## src/rtl/input_vc_unit_if.sv

```systemverilog
// ---------------------------------------------------------------------------
// input_vc_unit_if
//   Signal bundle between one router input port's VC unit and its
//   surroundings: the upstream flit write channel, the switch-allocator
//   request/grant row and the registered crossbar/credit outputs.
//
//   modport slave  : the input VC unit itself
//   modport master : upstream link, allocator and crossbar (e.g. a testbench)
//
//   Signals:
//     in_valid/in_vc/in_head/in_tail/in_dst/in_data  flit write channel
//     port_ready[PORT_NUM]       downstream credit available per output port
//     vc_request[VC_NUM]         allocator request row
//     vc_target_port[VC_NUM]     latched output port per VC
//     vc_grant[VC_NUM]           allocator grant row
//     out_valid/out_port/out_head/out_tail/out_data  dequeued flit
//     credit_out[VC_NUM]         one-cycle credit return pulse per VC
// ---------------------------------------------------------------------------
interface input_vc_unit_if #(
  parameter int VC_NUM   = 2,
  parameter int FLIT_W   = 32,
  parameter int PORT_NUM = 5
);
  localparam int VC_W   = (VC_NUM > 1) ? $clog2(VC_NUM) : 1;
  localparam int PORT_W = (PORT_NUM > 1) ? $clog2(PORT_NUM) : 1;

  logic                          in_valid;
  logic [VC_W-1:0]               in_vc;
  logic                          in_head;
  logic                          in_tail;
  logic [PORT_W-1:0]             in_dst;
  logic [FLIT_W-1:0]             in_data;
  logic [PORT_NUM-1:0]           port_ready;
  logic [VC_NUM-1:0]             vc_request;
  logic [VC_NUM-1:0][PORT_W-1:0] vc_target_port;
  logic [VC_NUM-1:0]             vc_grant;
  logic                          out_valid;
  logic [PORT_W-1:0]             out_port;
  logic                          out_head;
  logic                          out_tail;
  logic [FLIT_W-1:0]             out_data;
  logic [VC_NUM-1:0]             credit_out;

  modport master (
    output in_valid, in_vc, in_head, in_tail, in_dst, in_data,
    output port_ready, vc_grant,
    input  vc_request, vc_target_port,
    input  out_valid, out_port, out_head, out_tail, out_data, credit_out
  );

  modport slave (
    input  in_valid, in_vc, in_head, in_tail, in_dst, in_data,
    input  port_ready, vc_grant,
    output vc_request, vc_target_port,
    output out_valid, out_port, out_head, out_tail, out_data, credit_out
  );
endinterface

```

## src/rtl/input_vc_unit.sv

```systemverilog
// ---------------------------------------------------------------------------
// input_vc_unit
//   Input-port VC buffer and switch-allocation requester. Each VC owns a FIFO
//   of {head, tail, dst, data} entries and a two-state FSM (IDLE/ACTIVE).
//   When a head flit reaches the FIFO front of an IDLE VC, its dst is latched
//   into vc_target_port and the VC becomes ACTIVE. An ACTIVE, non-empty VC
//   whose target port has downstream credit raises vc_request. The lowest
//   granted requesting VC pops one flit, which appears registered on out_*
//   one cycle later together with a credit_out pulse for that VC.
//
//   Ports:
//     clk    clock
//     RSTn   asynchronous active-low reset
//     err    sticky protocol error (only when IVU_ERR_CHECK_EN is defined)
//     bus    input_vc_unit_if.slave (flit input, allocator row, outputs)
//
//   Build option:
//     IVU_ERR_CHECK_EN  adds the err port and its checks: write to a full
//                       FIFO, non-head flit at the front of an IDLE VC,
//                       grant bit outside vc_request, multi-bit grant.
// ---------------------------------------------------------------------------
module input_vc_unit #(
  parameter int VC_NUM    = 2,
  parameter int BUF_DEPTH = 4,
  parameter int FLIT_W    = 32,
  parameter int PORT_NUM  = 5
) (
  input  logic           clk,
  input  logic           RSTn,
`ifdef IVU_ERR_CHECK_EN
  output logic           err,
`endif
  input_vc_unit_if.slave bus
);
  localparam int VC_W    = (VC_NUM > 1) ? $clog2(VC_NUM) : 1;
  localparam int PORT_W  = (PORT_NUM > 1) ? $clog2(PORT_NUM) : 1;
  localparam int PTR_W   = $clog2(BUF_DEPTH);
  localparam int CNT_W   = PTR_W + 1;
  localparam int ENT_W   = 2 + PORT_W + FLIT_W;
  // port_ready widened to every value a latched dst can take, so an
  // out-of-range dst simply never sees credit.
  localparam int READY_W = 1 << PORT_W;

  typedef enum logic { IDLE = 1'b0, ACTIVE = 1'b1 } vc_state_t;

  logic [READY_W-1:0]            ready_ext;
  logic [VC_NUM-1:0]             request;
  logic [VC_NUM-1:0]             win;
  logic [VC_W-1:0]               win_idx;
  logic                          win_any;
  logic [VC_NUM-1:0]             front_head;
  logic [VC_NUM-1:0]             front_tail;
  logic [VC_NUM-1:0][FLIT_W-1:0] front_data;
  logic [VC_NUM-1:0][PORT_W-1:0] target_port;
`ifdef IVU_ERR_CHECK_EN
  logic [VC_NUM-1:0]             idle_bad;
  logic [VC_NUM-1:0]             wr_full;
`endif

  assign ready_ext = READY_W'(bus.port_ready);

  // Only grants that land on a requesting VC count; of those the lowest
  // index wins so a malformed multi-bit grant still pops a single flit.
  always_comb begin
    win     = '0;
    win_idx = '0;
    win_any = 1'b0;
    for (int v = 0; v < VC_NUM; v++) begin
      if (!win_any && bus.vc_grant[v] && request[v]) begin
        win[v]  = 1'b1;
        win_idx = VC_W'(v);
        win_any = 1'b1;
      end
    end
  end

  for (genvar gi = 0; gi < VC_NUM; gi++) begin : g_vc
    logic [ENT_W-1:0]  mem [BUF_DEPTH];
    logic [PTR_W-1:0]  wr_ptr_reg;
    logic [PTR_W-1:0]  rd_ptr_reg;
    logic [CNT_W-1:0]  count_reg;
    logic [CNT_W-1:0]  count_next;
    vc_state_t         state_reg;
    vc_state_t         state_next;
    logic [PORT_W-1:0] target_reg;
    logic [ENT_W-1:0]  front_entry;
    logic              front_is_head;
    logic              front_is_tail;
    logic              not_empty;
    logic              not_full;
    logic              push;
    logic              pop;
    logic              start;

    assign front_entry   = mem[rd_ptr_reg];
    assign front_is_head = front_entry[ENT_W-1];
    assign front_is_tail = front_entry[ENT_W-2];
    assign not_empty     = (count_reg != '0);
    // Fullness is judged on the count before this cycle's pop, so a write
    // to a full FIFO is lost even when the same VC is draining.
    assign not_full      = (count_reg < CNT_W'(BUF_DEPTH));
    assign push          = bus.in_valid && (bus.in_vc == VC_W'(gi)) && not_full;
    assign pop           = win[gi];
    assign count_next    = count_reg + CNT_W'(push) - CNT_W'(pop);

    assign front_head[gi]  = front_is_head;
    assign front_tail[gi]  = front_is_tail;
    assign front_data[gi]  = front_entry[FLIT_W-1:0];
    assign target_port[gi] = target_reg;
    assign request[gi]     = (state_reg == ACTIVE) && not_empty && ready_ext[target_reg];

`ifdef IVU_ERR_CHECK_EN
    assign idle_bad[gi] = (state_reg == IDLE) && not_empty && !front_is_head;
    assign wr_full[gi]  = bus.in_valid && (bus.in_vc == VC_W'(gi)) && !not_full;
`endif

    // Storage has no reset; validity is tracked by the pointers and count.
    always_ff @(posedge clk) begin
      if (push) begin
        mem[wr_ptr_reg] <= {bus.in_head, bus.in_tail, bus.in_dst, bus.in_data};
      end
    end

    always_ff @(posedge clk or negedge RSTn) begin
      if (!RSTn) begin
        wr_ptr_reg <= '0;
        rd_ptr_reg <= '0;
        count_reg  <= '0;
      end else begin
        if (push) wr_ptr_reg <= wr_ptr_reg + PTR_W'(1);
        if (pop)  rd_ptr_reg <= rd_ptr_reg + PTR_W'(1);
        count_reg <= count_next;
      end
    end

    always_comb begin
      state_next = state_reg;
      start      = 1'b0;
      case (state_reg)
        IDLE: begin
          // A non-head flit at the front keeps the VC parked in IDLE.
          if (not_empty && front_is_head) begin
            state_next = ACTIVE;
            start      = 1'b1;
          end
        end
        ACTIVE: begin
          if (pop && front_is_tail) state_next = IDLE;
        end
        default: state_next = IDLE;
      endcase
    end

    // target_reg keeps the last packet's port after the VC returns to IDLE.
    always_ff @(posedge clk or negedge RSTn) begin
      if (!RSTn) begin
        state_reg  <= IDLE;
        target_reg <= '0;
      end else begin
        state_reg <= state_next;
        if (start) target_reg <= front_entry[ENT_W-3 -: PORT_W];
      end
    end
  end

  logic              out_valid_reg;
  logic [PORT_W-1:0] out_port_reg;
  logic              out_head_reg;
  logic              out_tail_reg;
  logic [FLIT_W-1:0] out_data_reg;
  logic [VC_NUM-1:0] credit_reg;

  always_ff @(posedge clk or negedge RSTn) begin
    if (!RSTn) begin
      out_valid_reg <= 1'b0;
      out_port_reg  <= '0;
      out_head_reg  <= 1'b0;
      out_tail_reg  <= 1'b0;
      out_data_reg  <= '0;
      credit_reg    <= '0;
    end else begin
      out_valid_reg <= win_any;
      credit_reg    <= win;
      if (win_any) begin
        out_port_reg <= target_port[win_idx];
        out_head_reg <= front_head[win_idx];
        out_tail_reg <= front_tail[win_idx];
        out_data_reg <= front_data[win_idx];
      end
    end
  end

  assign bus.vc_request     = request;
  assign bus.vc_target_port = target_port;
  assign bus.out_valid      = out_valid_reg;
  assign bus.out_port       = out_port_reg;
  assign bus.out_head       = out_head_reg;
  assign bus.out_tail       = out_tail_reg;
  assign bus.out_data       = out_data_reg;
  assign bus.credit_out     = credit_reg;

`ifdef IVU_ERR_CHECK_EN
  logic err_reg;
  logic err_event;

  assign err_event = (|wr_full) || (|idle_bad) ||
                     (|(bus.vc_grant & ~request)) ||
                     ($countones(bus.vc_grant) > 1);

  always_ff @(posedge clk or negedge RSTn) begin
    if (!RSTn) err_reg <= 1'b0;
    else       err_reg <= err_reg | err_event;
  end

  assign err = err_reg;
`endif
endmodule
```

## src/flat_wrapper.sv

```systemverilog
// flat-port wrapper written by rule: the top's interface ports become plain ports
module input_vc_unit_flat 
#(
  parameter int VC_NUM    = 2,
  parameter int BUF_DEPTH = 4,
  parameter int FLIT_W    = 32,
  parameter int PORT_NUM  = 5
)
  (clk, RSTn, bus_in_valid, bus_in_vc, bus_in_head, bus_in_tail, bus_in_dst, bus_in_data, bus_port_ready, bus_vc_grant, bus_vc_request, bus_vc_target_port, bus_out_valid, bus_out_port, bus_out_head, bus_out_tail, bus_out_data, bus_credit_out);
  input_vc_unit_if #(.VC_NUM(VC_NUM), .FLIT_W(FLIT_W), .PORT_NUM(PORT_NUM)) bus_i ();
  input  logic clk;
  input  logic RSTn;
  input wire logic [$bits(bus_i.in_valid)-1:0] bus_in_valid;
  input wire logic [$bits(bus_i.in_vc)-1:0] bus_in_vc;
  input wire logic [$bits(bus_i.in_head)-1:0] bus_in_head;
  input wire logic [$bits(bus_i.in_tail)-1:0] bus_in_tail;
  input wire logic [$bits(bus_i.in_dst)-1:0] bus_in_dst;
  input wire logic [$bits(bus_i.in_data)-1:0] bus_in_data;
  input wire logic [$bits(bus_i.port_ready)-1:0] bus_port_ready;
  input wire logic [$bits(bus_i.vc_grant)-1:0] bus_vc_grant;
  output wire logic [$bits(bus_i.vc_request)-1:0] bus_vc_request;
  output wire logic [$bits(bus_i.vc_target_port)-1:0] bus_vc_target_port;
  output wire logic [$bits(bus_i.out_valid)-1:0] bus_out_valid;
  output wire logic [$bits(bus_i.out_port)-1:0] bus_out_port;
  output wire logic [$bits(bus_i.out_head)-1:0] bus_out_head;
  output wire logic [$bits(bus_i.out_tail)-1:0] bus_out_tail;
  output wire logic [$bits(bus_i.out_data)-1:0] bus_out_data;
  output wire logic [$bits(bus_i.credit_out)-1:0] bus_credit_out;
  assign bus_i.in_valid = bus_in_valid;
  assign bus_i.in_vc = bus_in_vc;
  assign bus_i.in_head = bus_in_head;
  assign bus_i.in_tail = bus_in_tail;
  assign bus_i.in_dst = bus_in_dst;
  assign bus_i.in_data = bus_in_data;
  assign bus_i.port_ready = bus_port_ready;
  assign bus_i.vc_grant = bus_vc_grant;
  assign bus_vc_request = bus_i.vc_request;
  assign bus_vc_target_port = bus_i.vc_target_port;
  assign bus_out_valid = bus_i.out_valid;
  assign bus_out_port = bus_i.out_port;
  assign bus_out_head = bus_i.out_head;
  assign bus_out_tail = bus_i.out_tail;
  assign bus_out_data = bus_i.out_data;
  assign bus_credit_out = bus_i.credit_out;
  input_vc_unit #(.VC_NUM(VC_NUM), .BUF_DEPTH(BUF_DEPTH), .FLIT_W(FLIT_W), .PORT_NUM(PORT_NUM)) u_core (.clk(clk), .RSTn(RSTn), .bus(bus_i));
endmodule
```

## config.mk

```make
export PLATFORM = sky130hd
export DESIGN_NAME = input_vc_unit_flat
export DESIGN_NICKNAME = d
export VERILOG_FILES = /design/src/rtl/input_vc_unit_if.sv /design/src/rtl/input_vc_unit.sv /design/src/flat_wrapper.sv
export SDC_FILE = /design/constraint.sdc
export NUM_CORES = 1
export LEC_CHECK = 0
export CORE_UTILIZATION = 53
export DETAILED_ROUTE_END_ITERATION = 10
export PLACE_DENSITY = 0.76
export SYNTH_ARGS = -nofsm -noshare
export SYNTH_HDL_FRONTEND = slang
export SYNTH_SLANG_ARGS = --single-unit
```

## constraint.sdc

```tcl
create_clock -name clk -period 2.5 [get_ports clk]
set_input_delay 0.5 -clock clk [delete_from_list [all_inputs] [get_ports clk]]
set_output_delay 0.5 -clock clk [all_outputs]
set_load 0.005 [all_outputs]
```

# Word level (Yosys, flattened, before mapping)
# Memories as Yosys holds them, arrays and structs flattened.
# Index checks and enable logic that the tools add are counted.
# totals
reg_bits	62
mem_bits_rw	296
in_bits	48
wordCells	79
mem_count	2
# op_classes
n_addsub	8
magnitude_cmp	5
n_mux	27
n_bitwise	3
reduce_logical	18
# memory_table
memory	depth	width	rd	rd_ports_with_merged_regs	wr	line_no	source
u_core.g_vc[0].mem	4	37	1	0	1	input_vc_unit.sv:78	logic [ENT_W-1:0] mem [BUF_DEPTH];
u_core.g_vc[1].mem	4	37	1	0	1	input_vc_unit.sv:78	
# ops
operator	n
2-to-1 mux 32 bit	2
2-to-1 mux 1 bit	19
logical AND 1 bit	15
adder 2 x 1 -> 2 bit, second input constant	4
less-than comparator 3 x 4 -> 1 bit, second input constant	2
adder 3 x 1 -> 3 bit	2
binary-select mux 1 bit (select 3 bit)	2
less-than comparator 3 bit, second input constant	2
2-to-1 mux 3 bit	2
nonzero test 3 bit	2
subtractor 3 x 1 -> 3 bit	2
case mux 1 bit (2 select lines)	2
inverter 1 bit	3
less-than comparator 1 x 2 -> 1 bit, second input constant	1
zero test 1 bit	1

# Depth between registers and ports, before layout
# depth
depth_word	12
ltp_mapped	11
ltp_nobuf	11

# Least setup slack after synthesis
# OpenSTA, ideal clock, no wires.
# synth_timing
kind	register -> register
start	register u_core.g_vc[0].count_reg[2]
end	register u_core.g_vc[0].count_reg[2]
setup_ns	0.123
arrival_ns	2.498
required_time_ns	2.377
setup_slack_ns	-0.121
stages_incl_launch_ff	12
n_path_buf	1
period_less_slack_ns	2.621
path_cell_list	dfrtp_1 -> or3_1 -> and3_1 -> o21ai_2 -> inv_4 -> buf_4 -> ha_1 -> inv_1 -> ha_1 -> fa_1 -> xor2_1 -> xnor2_1
# synth_via
elab_chain_len	6
word_cells_on_any_way	9
classes_between	2 x add/sub; 1 x order compare; 1 x mux; 5 x reduce/logical
# synth_lines
element	line_no	source
start, declared	input_vc_unit.sv:81	logic [CNT_W-1:0] count_reg;
start signal, assigned	input_vc_unit.sv:132	count_reg <= count_next;
nonzero test 3 bit	input_vc_unit.sv:98	assign not_empty = (count_reg != '0);
logical AND 1 bit (2 in a row)	input_vc_unit.sv:110	assign request[gi] = (state_reg == ACTIVE) && not_empty && ready_ext[target_reg];
logical AND 1 bit	input_vc_unit.sv:69	if (!win_any && bus.vc_grant[v] && request[v]) begin
2-to-1 mux 1 bit	input_vc_unit.sv:69	
net u_core.g_vc[0].pop	input_vc_unit.sv:92	logic pop;
subtractor 3 x 1 -> 3 bit	input_vc_unit.sv:104	assign count_next = count_reg + CNT_W'(push) - CNT_W'(pop);
net u_core.g_vc[0].count_next[2]	input_vc_unit.sv:82	logic [CNT_W-1:0] count_next;
# The timed path passes the listed nets, and every way through them passes these cells.
# A chain may end at the register's enable or synchronous reset.

# Final worst setup path
# layout_timing
start	register u_core.g_vc[0].target_reg[0]
end	register u_core.g_vc[0].count_reg[2]
# layout_via
elab_chain_len	6
# layout_lines
element	line_no	source
start, declared	input_vc_unit.sv:85	logic [PORT_W-1:0] target_reg;
start signal, assigned	input_vc_unit.sv:161	if (start) target_reg <= front_entry[ENT_W-3 -: PORT_W];
binary-select mux 1 bit (select 3 bit)	input_vc_unit.sv:110	
2-to-1 mux 1 bit (implied by the code)	input_vc_unit.sv:110	
logical AND 1 bit	input_vc_unit.sv:110	
logical AND 1 bit	input_vc_unit.sv:69	
2-to-1 mux 1 bit	input_vc_unit.sv:69	
subtractor 3 x 1 -> 3 bit	input_vc_unit.sv:104	
net u_core.g_vc[0].count_next[2]	input_vc_unit.sv:82	
# The timed path passes the listed nets, and every way through them passes these cells. The select of a mux whose other input is x is not followed.

==> impl_metrics.yaml <==
timing:
  report.final.setup_viol: 0
  timing_hold_violations_final: 0
  max_freq_mhz: 407
  tightestPinTransition_ns: 0.800
  worst_clock_skew_ns: 0.0116
  worst_setup_margin_ns: 0.0435
  final_min_period_over_clock_period_pct: 98.3
  time_the_final_worst_path_needs_with_i_o_delays_and_setup_ns: 2.46
  max_slew_headroom_at_the_worst_pin_pct: 46.7
  slew_violations: 0
drt:
  initial_drt_pass_iterations: 5
  antenna_left: 0
  remaining_drc_errors: 0
  detail_route.wl_per_cell_um: 23.7
  drt_iter0_markers: 583
  route.vias.total: 7120
  drt-total-wl_mm: 28.9
  post_drt_via_cell_ratio: 5.85
die:
  design.core.area_sq_mm: 0.0254
  die-height_um: 163
  fp-row-count: 58
  initial_core_util_pct: 54.4
  area_enclosed_by_the_die_boundary_sq_mm: 0.0267
  top_level_ports: 96
  die_width_um: 163
worst_setup_path:
  timing.setup.critical_path_class: "flip-flop to flip-flop"
  critical_path_peak_fanout: 4
  worst_r2r_path_depth: 11
  endpoint_kind: "flip-flop"
  setup.reg_to_reg.worst_slack_ns: 0.04
  critPathLaunchType: "flip-flop"
  r2r_start: "u_core.g_vc[0].target_reg[0]"
  worst-endpoint-arrival_ns: 2.84
  data_required_time_at_the_worst_endpoint_ns: 2.89
  reg2reg_to: "u_core.g_vc[0].count_reg[2]"
finish:
  storage_cell_area_sq_mm: 0.0104
  multi_input_comb_area_sq_mm: 0.00328
  finish.net_count: 920
  most_frequent_cells_in_the_layout: "296 x edfxtp_1, 90 x clkdlybuf4s50_1, 74 x mux4_2"
  layout_commonest_cell: "edfxtp_1"
  largest_register_ff_count: 296
  drive_above_1_share_pct: 28.1
  n_fill_cell: 1630
  areaGrowthSynthToFinish_pct: 22.0
logic_synthesis:
  ys_warn_count: 0
  synthesized_instance_count: 706
  synth_area_sq_mm: 0.0138
  number_of_synthesized_flops_with_an_enable_pin: 296
  synth_cell_types: 42
  synth_top_flop_cell: "edfxtp_1"
  yosysSeqAreaShare_pct: 75.6
  number_of_register_bits_inferred_by_synthesis: 358
  syn-mean-instance-area_sq_um: 19.6
  synth_nets: 768
  synth_async_sr_flop_share_pct: 17.3
power:
  power.share.combinational_pct: 31.1
  ir_worst_vdd_v: 0.000768
  pwr_density_cell_mw_per_mm2: 1120
  switchingPower_w: 0.00546
  share_clk_of_total_power_pct: 26.6
  p_sw_share_pct: 28.9
  power_leakage_nw: 5.81
  finalPower_w: 0.0189
  cell_internal_pwr_w: 0.0135
  seq_power_share_pct: 42.3
placed_design:
  gp_congestion: 0.821
  place_ws_ns: -0.474
  place_hpwl_mm: 17.3
  port_buffers: 95
job:
  maxCapViolCount: 0
clock_tree:
  clkTransAtPathRegs_ns: 0.06
  worstSkewPairLatency_ns: 0.52
  cts-hold-fix-buffers: 0
  cts_root_buffer: "clkbuf_16"
  cts.htree.levels: 2
  clock_sinks: 358
  clockBufferDepth: 3
  cts_tree: "done"
  number_of_cts_inserted_buffers: 36
global_routing:
  overflow: 0
  grt_antenna_before_repair: 0
  first_pass_grt_wire_length_mm: 44.2
  globalRouteTotalUtil_pct: 22.6
  vias_in_the_first_global_route: 7718
  grt_start_max_net_pins: 47
worst_hold_path:
  holdCritPathClass: "primary input to async pin"
status:
  run_status: "completed"
worst max path at each step:
stage                                 startpoint                     endpoint  slack (ns)
CTS                 u_core.g_vc[1].target_reg[0]            bus_vc_request[1]       -0.05
global placement               bus_port_ready[4]  u_core.g_vc[1].count_reg[2]       -0.39
floorplan            u_core.g_vc[0].count_reg[1]  u_core.g_vc[0].count_reg[2]       0.001
detailed placement             bus_port_ready[2]  u_core.g_vc[0].count_reg[2]       -0.47
finish              u_core.g_vc[0].target_reg[0]  u_core.g_vc[0].count_reg[2]        0.04
global route        u_core.g_vc[0].target_reg[0]  u_core.g_vc[0].count_reg[2]       -0.02
critical path: stages, from the launching register on:
cell and delay, ns:
dfrtp_2 0.46, mux2i_4 0.29, o22ai_4 0.11, o21ai_4 0.21, inv_4 0.06, buf_6 0.12
ha_4 0.24, inv_1 0.03, ha_2 0.18, fa_2 0.35, xor2_2 0.16, xnor2_1 0.13
power by group through the flow:
stage                     clock network, W  registers [W]  logic [W]
final                              0.00504        0.00800    0.00588
after global routing               0.00535        0.00808    0.00634
after CTS                          0.00512        0.00799    0.00583
after detailed placement                 0        0.00808    0.00561
after global placement                   0        0.00801    0.00543
after floorplan                          0        0.00788    0.00353
per-stage QoR:
stage	area (sq um)	TNS, ns	instances	hold WS (ns)	util [%]
after floorplan	13800	0	706	0.204	-
after global placement	15500	-1.12	1144	0.486	61.1
after detailed placement	15500	-1.63	1144	0.493	61.1
after CTS	16800	-0.0502	1213	0.0808	66.0
after global routing	16800	-0.0323	1216	0.121	66.3
final	16900	0	1217	0.0711	66.3
what timing repair did:
action | 4_1_cts | 5_1_grt
pin swaps | 4 | 6
endpoints found under the setup margin | 4 | 3
gates resized for setup | 22 | 9
buffers inserted | 3 | 3
per-layer routing:
layer | GRT usage, % | part of all wire [%]
met5 | 0 | 0
met4 | 6.06 | 1.7
met1 | 29.8 | 40
met3 | 4.24 | 6.0
met2 | 38.7 | 52
kinds of logic (layout without fill, tap and decap cells):
kind of cell	Yosys count	count (layout)	share of synthesized area [%]
AOI/OAI and AO/OA	80	80	3.85
xor gates and xnor gates	10	10	0.634
adders and majority gates	14	14	1.38
and+or+nand+nor	113	113	3.74
other	0	1	0
buffers and inverters	47	227	2.00
muxes	84	84	12.8
DFF	358	358	75.6
cells in the mapped netlist, types with 2 or more instances:
cell type / instances / area, sq um
a21oi_1: 40 / 200
a21oi_2: 28 / 245
a31oi_1: 2 / 12.5
and2_1: 9 / 56.3
and3_1: 3 / 18.8
buf_2: 9 / 45.0
buf_4: 8 / 60.1
buf_6: 7 / 78.8
clkbuf_1: 7 / 26.3
dfrtp_1: 62 / 1550
edfxtp_1: 296 / 8890
fa_1: 2 / 40.0
ha_1: 12 / 150
inv_1: 14 / 52.6
mux2_2: 6 / 67.6
mux2i_1: 4 / 40.0
mux4_2: 74 / 1670
nand2_1: 43 / 161
nand2b_1: 2 / 12.5
nand3_1: 3 / 15.0
nor2_1: 41 / 154
o21ai_0: 4 / 20.0
or2_2: 3 / 18.8
xnor2_1: 6 / 52.6
xor2_1: 4 / 35.0
cell type report:
type                       count  share of cell area, %
clock inverter                13                  0.542
clock buffer                  53                   6.09
antenna                        1                 0.0148
timing repair buffer         146                   9.09
inverter                      15                  0.349
sequential                   358                   62.0
tap                          330                   2.45
multi-input combinational    301                   19.5
Note: power is estimated with default switching activity, not from simulation.
